`config.mk`:
```
export PLATFORM = sky130hd
export DESIGN_NAME = fp_acc_feeder
export DESIGN_NICKNAME = d
export VERILOG_FILES = /design/src/rtl/fp_acc_feeder_pkg.sv /design/src/rtl/fp_acc_feeder_special.sv /design/src/rtl/fp_acc_feeder.sv
export SDC_FILE = /design/constraint.sdc
export NUM_CORES = 1
export LEC_CHECK = 0
export BUFFER_PORTS_ARGS = -buffer_cell sky130_fd_sc_hd__buf_2
export CAP_MARGIN = 5
export CORE_ASPECT_RATIO = 1.4
export CORE_MARGIN = 10
export CORE_UTILIZATION = 25
export DETAILED_ROUTE_END_ITERATION = 8
export HOLD_SLACK_MARGIN = 0.15
export PLACE_DENSITY_LB_ADDON = 0.3
export SLEW_MARGIN = 0
export SYNTH_ARGS = -nofsm -noshare
export SYNTH_HDL_FRONTEND = slang
export SYNTH_SLANG_ARGS = --single-unit
```
`constraint.sdc`:
```
create_clock -name clock -period 3.3 [get_ports clock]
set_input_delay 0.66 -clock clock [delete_from_list [all_inputs] [get_ports clock]]
set_output_delay 0.66 -clock clock [all_outputs]
set_load 0.005 [all_outputs]
```
`src/rtl/fp_acc_feeder_pkg.sv`:
```
// fp_acc_pkg: FSM state type and FP32 field constants
// shared by the accumulator feeder and its helpers.
package fp_acc_pkg;

  typedef enum logic [1:0] {
    IDLE,
    FEED,
    DRAIN,
    DONE
  } state_e;

  localparam logic [31:0] FP32_ZERO     = 32'h0000_0000;
  localparam int          FP32_EXP_MSB  = 30;
  localparam int          FP32_EXP_LSB  = 23;
  localparam logic [7:0]  FP32_EXP_ALL1 = 8'hFF;

endpackage

```
`src/rtl/fp_acc_feeder_special.sv`:
```
// fp32_special_detect: combinational NaN/Inf classifier
// working on the magnitude bits of an FP32 word.
module fp32_special_detect
  import fp_acc_pkg::*;
(
  input  logic [30:0] mag,
  output logic        is_inf,
  output logic        is_nan
);

  logic exp_all1;
  logic frac_nz;

  always_comb begin
    exp_all1 = mag[FP32_EXP_MSB:FP32_EXP_LSB] == FP32_EXP_ALL1;
    frac_nz  = |mag[FP32_EXP_LSB-1:0];
    is_inf   = exp_all1 & ~frac_nz;
    is_nan   = exp_all1 & frac_nz;
  end

endmodule

```
`src/rtl/fp_acc_feeder.sv`:
```
// fp_acc_feeder: burst sequencer in front of the pipelined FP32
// accumulator. FP_ACC_FEEDER_NAN_CHECK_EN adds the invalid output.
module fp_acc_feeder
  import fp_acc_pkg::*;
#(
  parameter int ACC_LATENCY = 3,
  parameter int CNT_W       = 16
) (
  input  logic             clock,
  input  logic             reset,
  input  logic             clk_en,
  input  logic             start,
  input  logic [CNT_W-1:0] num_terms,
  input  logic [31:0]      in_data,
  input  logic             in_valid,
  output logic             in_ready,
  output logic [31:0]      acc_x,
  output logic             acc_n,
  output logic             acc_en,
  input  logic [31:0]      acc_r,
  input  logic             acc_xo,
  input  logic             acc_xu,
  input  logic             acc_ao,
  output logic [31:0]      result,
  output logic             xo,
  output logic             xu,
  output logic             ao,
  output logic             busy,
  output logic             done
`ifdef FP_ACC_FEEDER_NAN_CHECK_EN
  ,
  output logic             invalid
`endif
);

  localparam int DW =
    (ACC_LATENCY > 1) ? $clog2(ACC_LATENCY) : 1;
  localparam logic [DW-1:0] DRN_LAST = DW'(ACC_LATENCY - 1);

  state_e           state_q, state_d;
  logic [CNT_W-1:0] rem_q, rem_d;
  logic [DW-1:0]    drn_q, drn_d;
  logic             first_q, first_d;
  logic [2:0]       sticky_q, sticky_d;
  logic [2:0]       flag_q, flag_d;
  logic [31:0]      result_q, result_d;

  logic             accept;
  logic             drain_end;
  logic             track;
  logic             go;
  logic [2:0]       acc_flags;

  // Flags are tracked from the first accepted term until capture.
  always_comb begin
    acc_flags = {acc_xo, acc_xu, acc_ao};
    accept    = clk_en & in_valid & (state_q == FEED);
    drain_end = (state_q == DRAIN) & (drn_q == DRN_LAST);
    go        = (state_q == IDLE) & start;
    track     = (state_q == DRAIN) |
                ((state_q == FEED) & (accept | ~first_q));
  end

  always_ff @(posedge clock) begin
    if (reset) begin
      state_q <= IDLE;
    end else begin
      state_q <= state_d;
    end
  end

  always_comb begin
    state_d = state_q;
    if (clk_en) begin
      unique case (state_q)
        IDLE: begin
          if (start) begin
            state_d = (num_terms == '0) ? DONE : FEED;
          end
        end
        FEED: begin
          if (accept && rem_q == CNT_W'(1)) begin
            state_d = DRAIN;
          end
        end
        DRAIN: begin
          if (drain_end) begin
            state_d = DONE;
          end
        end
        DONE: begin
          state_d = IDLE;
        end
        default: begin
          state_d = IDLE;
        end
      endcase
    end
  end

  always_comb begin
    rem_d    = rem_q;
    drn_d    = drn_q;
    first_d  = first_q;
    sticky_d = sticky_q;
    flag_d   = flag_q;
    result_d = result_q;
    if (clk_en) begin
      if (go) begin
        rem_d    = num_terms;
        drn_d    = '0;
        first_d  = 1'b1;
        sticky_d = '0;
        flag_d   = '0;
        if (num_terms == '0) begin
          result_d = FP32_ZERO;
        end
      end
      if (track) begin
        sticky_d = sticky_q | acc_flags;
      end
      if (accept) begin
        rem_d   = rem_q - CNT_W'(1);
        first_d = 1'b0;
      end
      if (state_q == DRAIN) begin
        drn_d = drn_q + DW'(1);
      end
      if (drain_end) begin
        result_d = acc_r;
        flag_d   = sticky_q | acc_flags;
      end
    end
  end

  always_ff @(posedge clock) begin
    if (reset) begin
      rem_q    <= '0;
      drn_q    <= '0;
      first_q  <= 1'b0;
      sticky_q <= '0;
      flag_q   <= '0;
      result_q <= FP32_ZERO;
    end else begin
      rem_q    <= rem_d;
      drn_q    <= drn_d;
      first_q  <= first_d;
      sticky_q <= sticky_d;
      flag_q   <= flag_d;
      result_q <= result_d;
    end
  end

  // Idle feed cycles push +0.0 so the running sum is unchanged.
  always_comb begin
    in_ready = clk_en & (state_q == FEED);
    acc_x    = accept ? in_data : FP32_ZERO;
    acc_n    = accept & first_q;
    acc_en   = clk_en;
    busy     = state_q != IDLE;
    done     = state_q == DONE;
    result   = result_q;
    xo       = flag_q[2];
    xu       = flag_q[1];
    ao       = flag_q[0];
  end

`ifdef FP_ACC_FEEDER_NAN_CHECK_EN
  logic inv_q, inv_d;
  logic t_inf;
  logic t_nan;

  fp32_special_detect u_detect (
    .mag    (in_data[30:0]),
    .is_inf (t_inf),
    .is_nan (t_nan)
  );

  always_comb begin
    inv_d = inv_q;
    if (go && clk_en) begin
      inv_d = 1'b0;
    end
    if (accept && (t_inf || t_nan)) begin
      inv_d = 1'b1;
    end
  end

  always_ff @(posedge clock) begin
    if (reset) begin
      inv_q <= 1'b0;
    end else begin
      inv_q <= inv_d;
    end
  end

  always_comb begin
    invalid = inv_q;
  end
`endif

endmodule
```
==> metrics.yaml, run 1 <==
synth:
  synth_warnings: 0
  syn_nets: 417
  synth_cell_types: 54
  synth_edf_count: 0
  syn_avg_cell_area_um2: 8.98
  synth-simple-area-share_pct: 25.1
  synth-main-ff-cell: "dfxtp_1"
  synth_fa_ha_area_share_pct: 3.47
  synth.yosys.seq_area_share_pct: 41.0
  synthArstFlopShare_pct: 0
  synth_cells: 321
  yosys-mux-area-fraction_pct: 0.347
  synth_xor_xnor_area_share_pct: 0.304
  synth-seq-cells: 59
  synth_top_family_by_area: "compound AO/OA/AOI/OAI gates"
  synth_compound_area_share_pct: 25.2
  netlist_area_um2: 2880
finish:
  fillers: 1157
  final_common_cell: "buf_2"
  design_area_um2: 4080
  nets: 572
  drive_gt1_share_pct: 39.0
  layout.cells.non_filler: 624
  n_antenna_cell: 0
  final_cell_mix: "buf_2, dfxtp_1, and2_1"
  syn2layout_area_growth_pct: 41.4
  final_core_utilization_pct: 36.0
clock_tree:
  clock-root-buffer: "clkbuf_16"
  clk_latency_ps: 320
  clock_path_buffers: 2
  htree_levels: 3
  cts_tree: "built"
  path_clk_slew_ps: 50
  postCtsResizedCells: 0
  numCtsBuffers: 9
  cts.sinks: 59
  post_cts_buffers: 0
  ctsHoldBuffers: 0
sta:
  worst_pin_slew_ps: 850
  setup_tns_ps: 0
  slew_headroom_pct: 43.3
  hold_viol: 0
  period_share_pct: 74.0
  rsz0062_at_grt: "false"
  fin_skew_ps: 5.74
  clock.fmax_ghz: 0.409
  setup_viol: 0
  period_needed_ps: 2440
  slew_viol_final: 0
floorplanning:
  die_x_um: 111
  start_util_pct: 25.4
  rows: 46
  dieArea_um2: 16300
  coreArea_um2: 11300
  die_h_um: 147
  ios: 160
placed_design:
  dpl.hpwl_um: 7960
  dp.cells: 609
  gp_congestion: 0.841
  port_buffers: 159
  dpl-instance-area_um2: 3810
power_and_ir_drop:
  total_power_w: 0.00209
  p_int_w: 0.00146
  power.share.sequential_pct: 38.1
  swShare_pct: 30.3
  power_leakage_nw: 1.98
  power.net_switching_w: 0.000633
  share_comb_of_total_power_pct: 21.9
  p_clk_share_pct: 40.0
  max-vdd-ir-drop_mv: 0.205
  powerDensity_nw_per_um2: 513
drt:
  wirelength_um: 10100
  ant_nets: 0
  via_count: 3096
  drt-initial-drc-count: 172
  viasPerCell: 4.96
  firstDrtPassIters: 4
  wire_per_inst_um: 16.2
  drc: 0
global_routing:
  grt_max_degree: 51
  grt_pass1_wl_um: 16500
  globalRouteTotalUtil_pct: 12.3
  antenna_found_initial: 0
  overflow: 0
  grt_pass1_vias: 3234
flow_run:
  cap_violations: 0
setup_path:
  rr_worst_depth: 6
  critPathCaptureType: "output port"
  criticalPathCategory: "flip-flop to output port"
  r2r-end: "result[17]"
  critPathLaunch: "state_q[1]"
  rrSetupSlack_ps: 1060
  endpoint: "acc_n"
  worstSetupStartpointType: "flip-flop"
  cp_data_required_time_ps: 2640
  crit_path_max_fanout: 50
  critPathArrivalTime_ps: 1780
  r2r-start: "state_q[0]"
outcome:
  status: "completed"
min_path:
  hold_path_depth: 2
  hold_class: "flip-flop to flip-flop"
==> how the worst min path moves through the flow <==
stage,slack [ps],from,to
floorplan,440,drn_q[0],drn_q[0]
global placement,440,flag_q[0],flag_q[0]
detailed placement,440,flag_q[0],flag_q[0]
CTS,450,flag_q[0],flag_q[0]
global route,480,result[14],result[14]
finish,450,flag_q[0],flag_q[0]
==> sequential cells by signal (all words and copies together), names as in the netlist <==
signal / count
sticky_q: 3
state_q: 2
first_q: 1
rem_q: 16
drn_q: 2
flag_q: 3
result: 32
==> cell usage after synthesis, drive strengths merged, types with 7 or more instances <==
cell    instances  area [µm²]
a31oi           7        58.8
nand3          11        55.1
nor2           22        82.6
nand2          22        82.6
nor3           11        60.1
clkbuf         14        52.6
dfxtp          59        1180
and2           36         225
a22o           33         289
o21ai           8        40.0
a21oi          12        60.1
inv             9        33.8
ha              8         100
==> metal layers <==
| metal | up-vias | share of wire, % | GRT usage, % | routed length [µm] |
|---|---|---|---|---|
| met5 | - | 0 | 0 | 0 |
| met4 | 0 | 1.4 | 6.14 | 140 |
| li1 | 1507 | - | - | - |
| met2 | 152 | 45 | 18.6 | 4570 |
| met3 | 11 | 10 | 5.75 | 1040 |
| met1 | 1426 | 43 | 14.2 | 4370 |
==> worst max-delay path, stage by stage (launching register included) <==
cell and delay [ps]:
dfxtp_1 320, inv_1 120, ha_1 270, and3_1 240, buf_12 210, and2_1 170, buf_2 120
==> kinds of logic after synthesis <==
logic type | Yosys count
AO/OA/AOI/OAI | 91
AND/OR/NAND/NOR | 133
XOR/XNOR | 1
flip-flops | 59
multiplexers | 1
buffers and inverters | 28
adder cells (fa/ha/maj) | 8
==> cell type report <==
| cell class | count | area, µm² | share of cell area [%] |
|---|---|---|---|
| Tap cell | 144 | 180 | 4.42 |
| Clock buffer | 10 | 239 | 5.86 |
| Inverter | 9 | 33.8 | 0.828 |
| Multi-Input combinational cell | 234 | 1580 | 38.6 |
| Sequential cell | 59 | 1180 | 29.0 |
| Clock inverter | 5 | 30.0 | 0.736 |
| Timing Repair Buffer | 163 | 838 | 20.6 |
==> through the flow <==
| step | worst slack (ps) | hold WS, ps |
|---|---|---|
| global route | 685 | 481 |
| global placement | 678 | 437 |
| CTS | 789 | 451 |
| detailed placement | 663 | 444 |
| floorplan | 1070 | 444 |
| finish | 856 | 446 |
==> power groups by stage <==
stage	logic (W)	registers [W]	clock network, W
floorplan	0.000295	0.000798	0
global placement	0.000452	0.000808	0
detailed placement	0.000457	0.000809	0
CTS	0.000459	0.000795	0.000862
global route	0.000517	0.000802	0.000894
finish	0.000458	0.000796	0.000836
(Power assumes the default switching activity.)
==> run 2: changes to the inputs <==
- ABC_AREA: unset -> 1
- clock period: 3.3 -> 2.2 ns (I/O delays scaled with it)
==> metrics.yaml, run 2 <==
outcome:
  status: "completed"
synth:
  synth_cell_types: 33  # -39%
  synth.yosys.seq_area_share_pct: 35.5  # -5.4 points
  synth_area_leaders: "dfxtp_1, nand2_1, inv_1"
  synthArstFlopShare_pct: 0  # unchanged
  syn_avg_cell_area_um2: 6.65  # -26%
  syn_nets: 596  # +43%
  synth_warnings: 0  # unchanged
  yosys.area.top_type: "dfxtp_1"
  synth-main-ff-cell: "dfxtp_1"
  netlist_top_cells_count: "nand2_1, inv_1, nor2_1"
  synth_cells: 500  # +56%
  synth_edf_count: 0  # unchanged
  yosysTopAreaCellShare_pct: 35.5  # -5.4 points
  yosysMostFrequentCell: "nand2_1"
  netlist_area_um2: 3320  # +15%
  synth-seq-cells: 59  # unchanged
clock_tree:
  cts_tree: "built"
  htree_levels: 3  # unchanged
  path_clk_slew_ps: 50  # about the same
  post_cts_buffers: 0  # unchanged
  cts.sinks: 59  # unchanged
  clock_path_buffers: 2  # unchanged
  clk_latency_ps: 320  # about the same
  postCtsResizedCells: 0  # unchanged
  clock-root-buffer: "clkbuf_16"
  numCtsBuffers: 9  # unchanged
  ctsHoldBuffers: 0  # unchanged
finish:
  largest_reg_flops: 32  # unchanged
  final_common_cell: "buf_2"
  design_area_um2: 4590  # +13%
  fillers: 1447  # +25%
  final_cell_mix: "buf_2, nand2_1, inv_1"
  syn2layout_area_growth_pct: 38.2
  nets: 750  # +31%
  drive_gt1_share_pct: 34.8  # -4.2 points
  layout.cells.non_filler: 837  # +34%
power_and_ir_drop:
  swShare_pct: 27.4  # -2.9 points
  p_clk_share_pct: 47.2  # +7.2 points
  power.share.sequential_pct: 33.2  # -4.9 points
  max-vdd-ir-drop_mv: 0.358  # +74%
  power.net_switching_w: 0.000957  # +51%
  share_comb_of_total_power_pct: 19.7  # -2.2 points
  p_int_w: 0.00254  # +74%
  powerDensity_nw_per_um2: 761  # +48%
  power_leakage_nw: 2.39  # +21%
placed_design:
  dpl-instance-area_um2: 4230  # +11%
  dpl.hpwl_um: 8640  # +8.5%
  gp_congestion: 0.790  # -6.0%
  port_buffers: 159  # unchanged
  dp.cells: 821  # +35%
sta:
  setup_viol: 0  # unchanged
  worst_pin_slew_ps: 446  # -403 ps
  rsz0062_at_grt: "false"
  slew_viol_final: 0  # unchanged
  clock.fmax_ghz: 0.495
  setup_tns_ps: 0  # unchanged
  period_needed_ps: 2020
  hold_viol: 0  # unchanged
  period_share_pct: 91.9
  slew_headroom_pct: 70.2  # +27 points
  fin_skew_ps: 4.96  # -0.787 ps
setup_path:
  critPathCaptureType: "output port"
  cp_top_family: "buffers and inverters"
  crit_path_max_fanout: 39  # -22%
  worstSetupStartpointType: "flip-flop"
  crit_buf_inv: 3  # unchanged
  crit_chain: "inv_1, ha_2, nand2_4, nor2_8, inv_8, nor2_1, buf_2"
  criticalPathCategory: "flip-flop to output port"
  critPathArrivalTime_ps: 1580  # -200 ps
  slowest_stage: "dfxtp_1"
  max_stage_delay_ps: 330  # about the same
  cp_data_required_time_ps: 1760  # -880 ps
global_routing:
  globalRouteTotalUtil_pct: 11.7  # -0.55 points
  grt_pass1_wl_um: 17800  # +7.7%
  overflow: 0  # unchanged
  grt_pass1_vias: 3635  # +12%
  antenna_found_initial: 0  # unchanged
  grt_max_degree: 40  # -22%
drt:
  drt-initial-drc-count: 97  # -44%
  via_count: 3472  # +12%
  drc: 0  # unchanged
  wirelength_um: 10900  # +8.0%
  viasPerCell: 4.15  # -16%
  ant_nets: 0  # unchanged
  wire_per_inst_um: 13.1  # -19%
  firstDrtPassIters: 4  # unchanged
min_path:
  hold_class: "input pin to flip-flop"
floorplanning:
  dieArea_um2: 18400  # +13%
  start_util_pct: 25.7  # +0.26 points
  die_x_um: 117  # +6.0%
  ios: 160  # unchanged
  rows: 49  # +6.5%
  die_h_um: 156  # +6.4%
  coreArea_um2: 12900  # +14%
flow_run:
  cap_violations: 0  # unchanged
==> run 2: cell families after synthesis <==
group / after synthesis / synth area share, %
flops: 59 / 35.5
buf+inv: 98 / 13.3
simple gates: 254 / 33.9
fa+ha+maj: 8 / 3.01
compound gates: 81 / 14.3
==> run 2: layer usage <==
layer  vias to the layer above  part of all wire (%)  global-route usage, %
met3                        16                   9.9                   5.44
li1                       1845                     -                      -
met2                       116                    49                   20.7
met4                         0                   1.8                   4.07
met5                         -                     0                      0
met1                      1495                    39                   12.0
==> run 2: final timing paths <==
path              cells after the start  slack [ps]          end        start
hold / removal                        3         370    result[1]     acc_r[1]
setup / recovery                      7         180    acc_x[15]   state_q[1]
setup reg to reg                      9         410    result[6]   state_q[0]
hold reg to reg                       2         460  sticky_q[0]  sticky_q[0]
==> run 2: metrics by stage <==
step / util [%] / total power (W) / hold WS (ps) / setup WS (ps)
2_1_floorplan: - / 0.00166 / 439 / 429
4_1_cts: 35.4 / 0.00354 / 351 / 17.3
6_report: 35.5 / 0.00349 / 366 / 178
3_3_place_gp: 32.7 / 0.00187 / 447 / 297
5_1_grt: 35.5 / 0.00370 / 367 / 42.7
3_5_place_dp: 32.7 / 0.00187 / 451 / 292
==> run 2: layout make-up <==
type                       count  area (µm²)  share of cell area [%]
inverter                      76         293                    6.37
sequential                    59        1180                    25.7
tap                          178         223                    4.85
timing repair buffer         165         841                    18.3
multi-input combinational    343        1700                    37.1
clock buffer                  11         253                    5.50
antenna                        1        2.50                  0.0545
clock inverter                 4        97.6                    2.12
==> run 2: power groups by stage <==
stage	clock, W	combinational (W)	sequential [W]
after floorplan	0	0.000489	0.00117
after global placement	0	0.000693	0.00118
after detailed placement	0	0.000691	0.00118
after CTS	0.00169	0.000695	0.00116
after global routing	0.00174	0.000793	0.00116
final	0.00165	0.000687	0.00116
==> run 2: tightest hold or removal path, stage by stage <==
cell and delay [ps]:
buf_2 90, nand2_1 50, a21oi_1 50
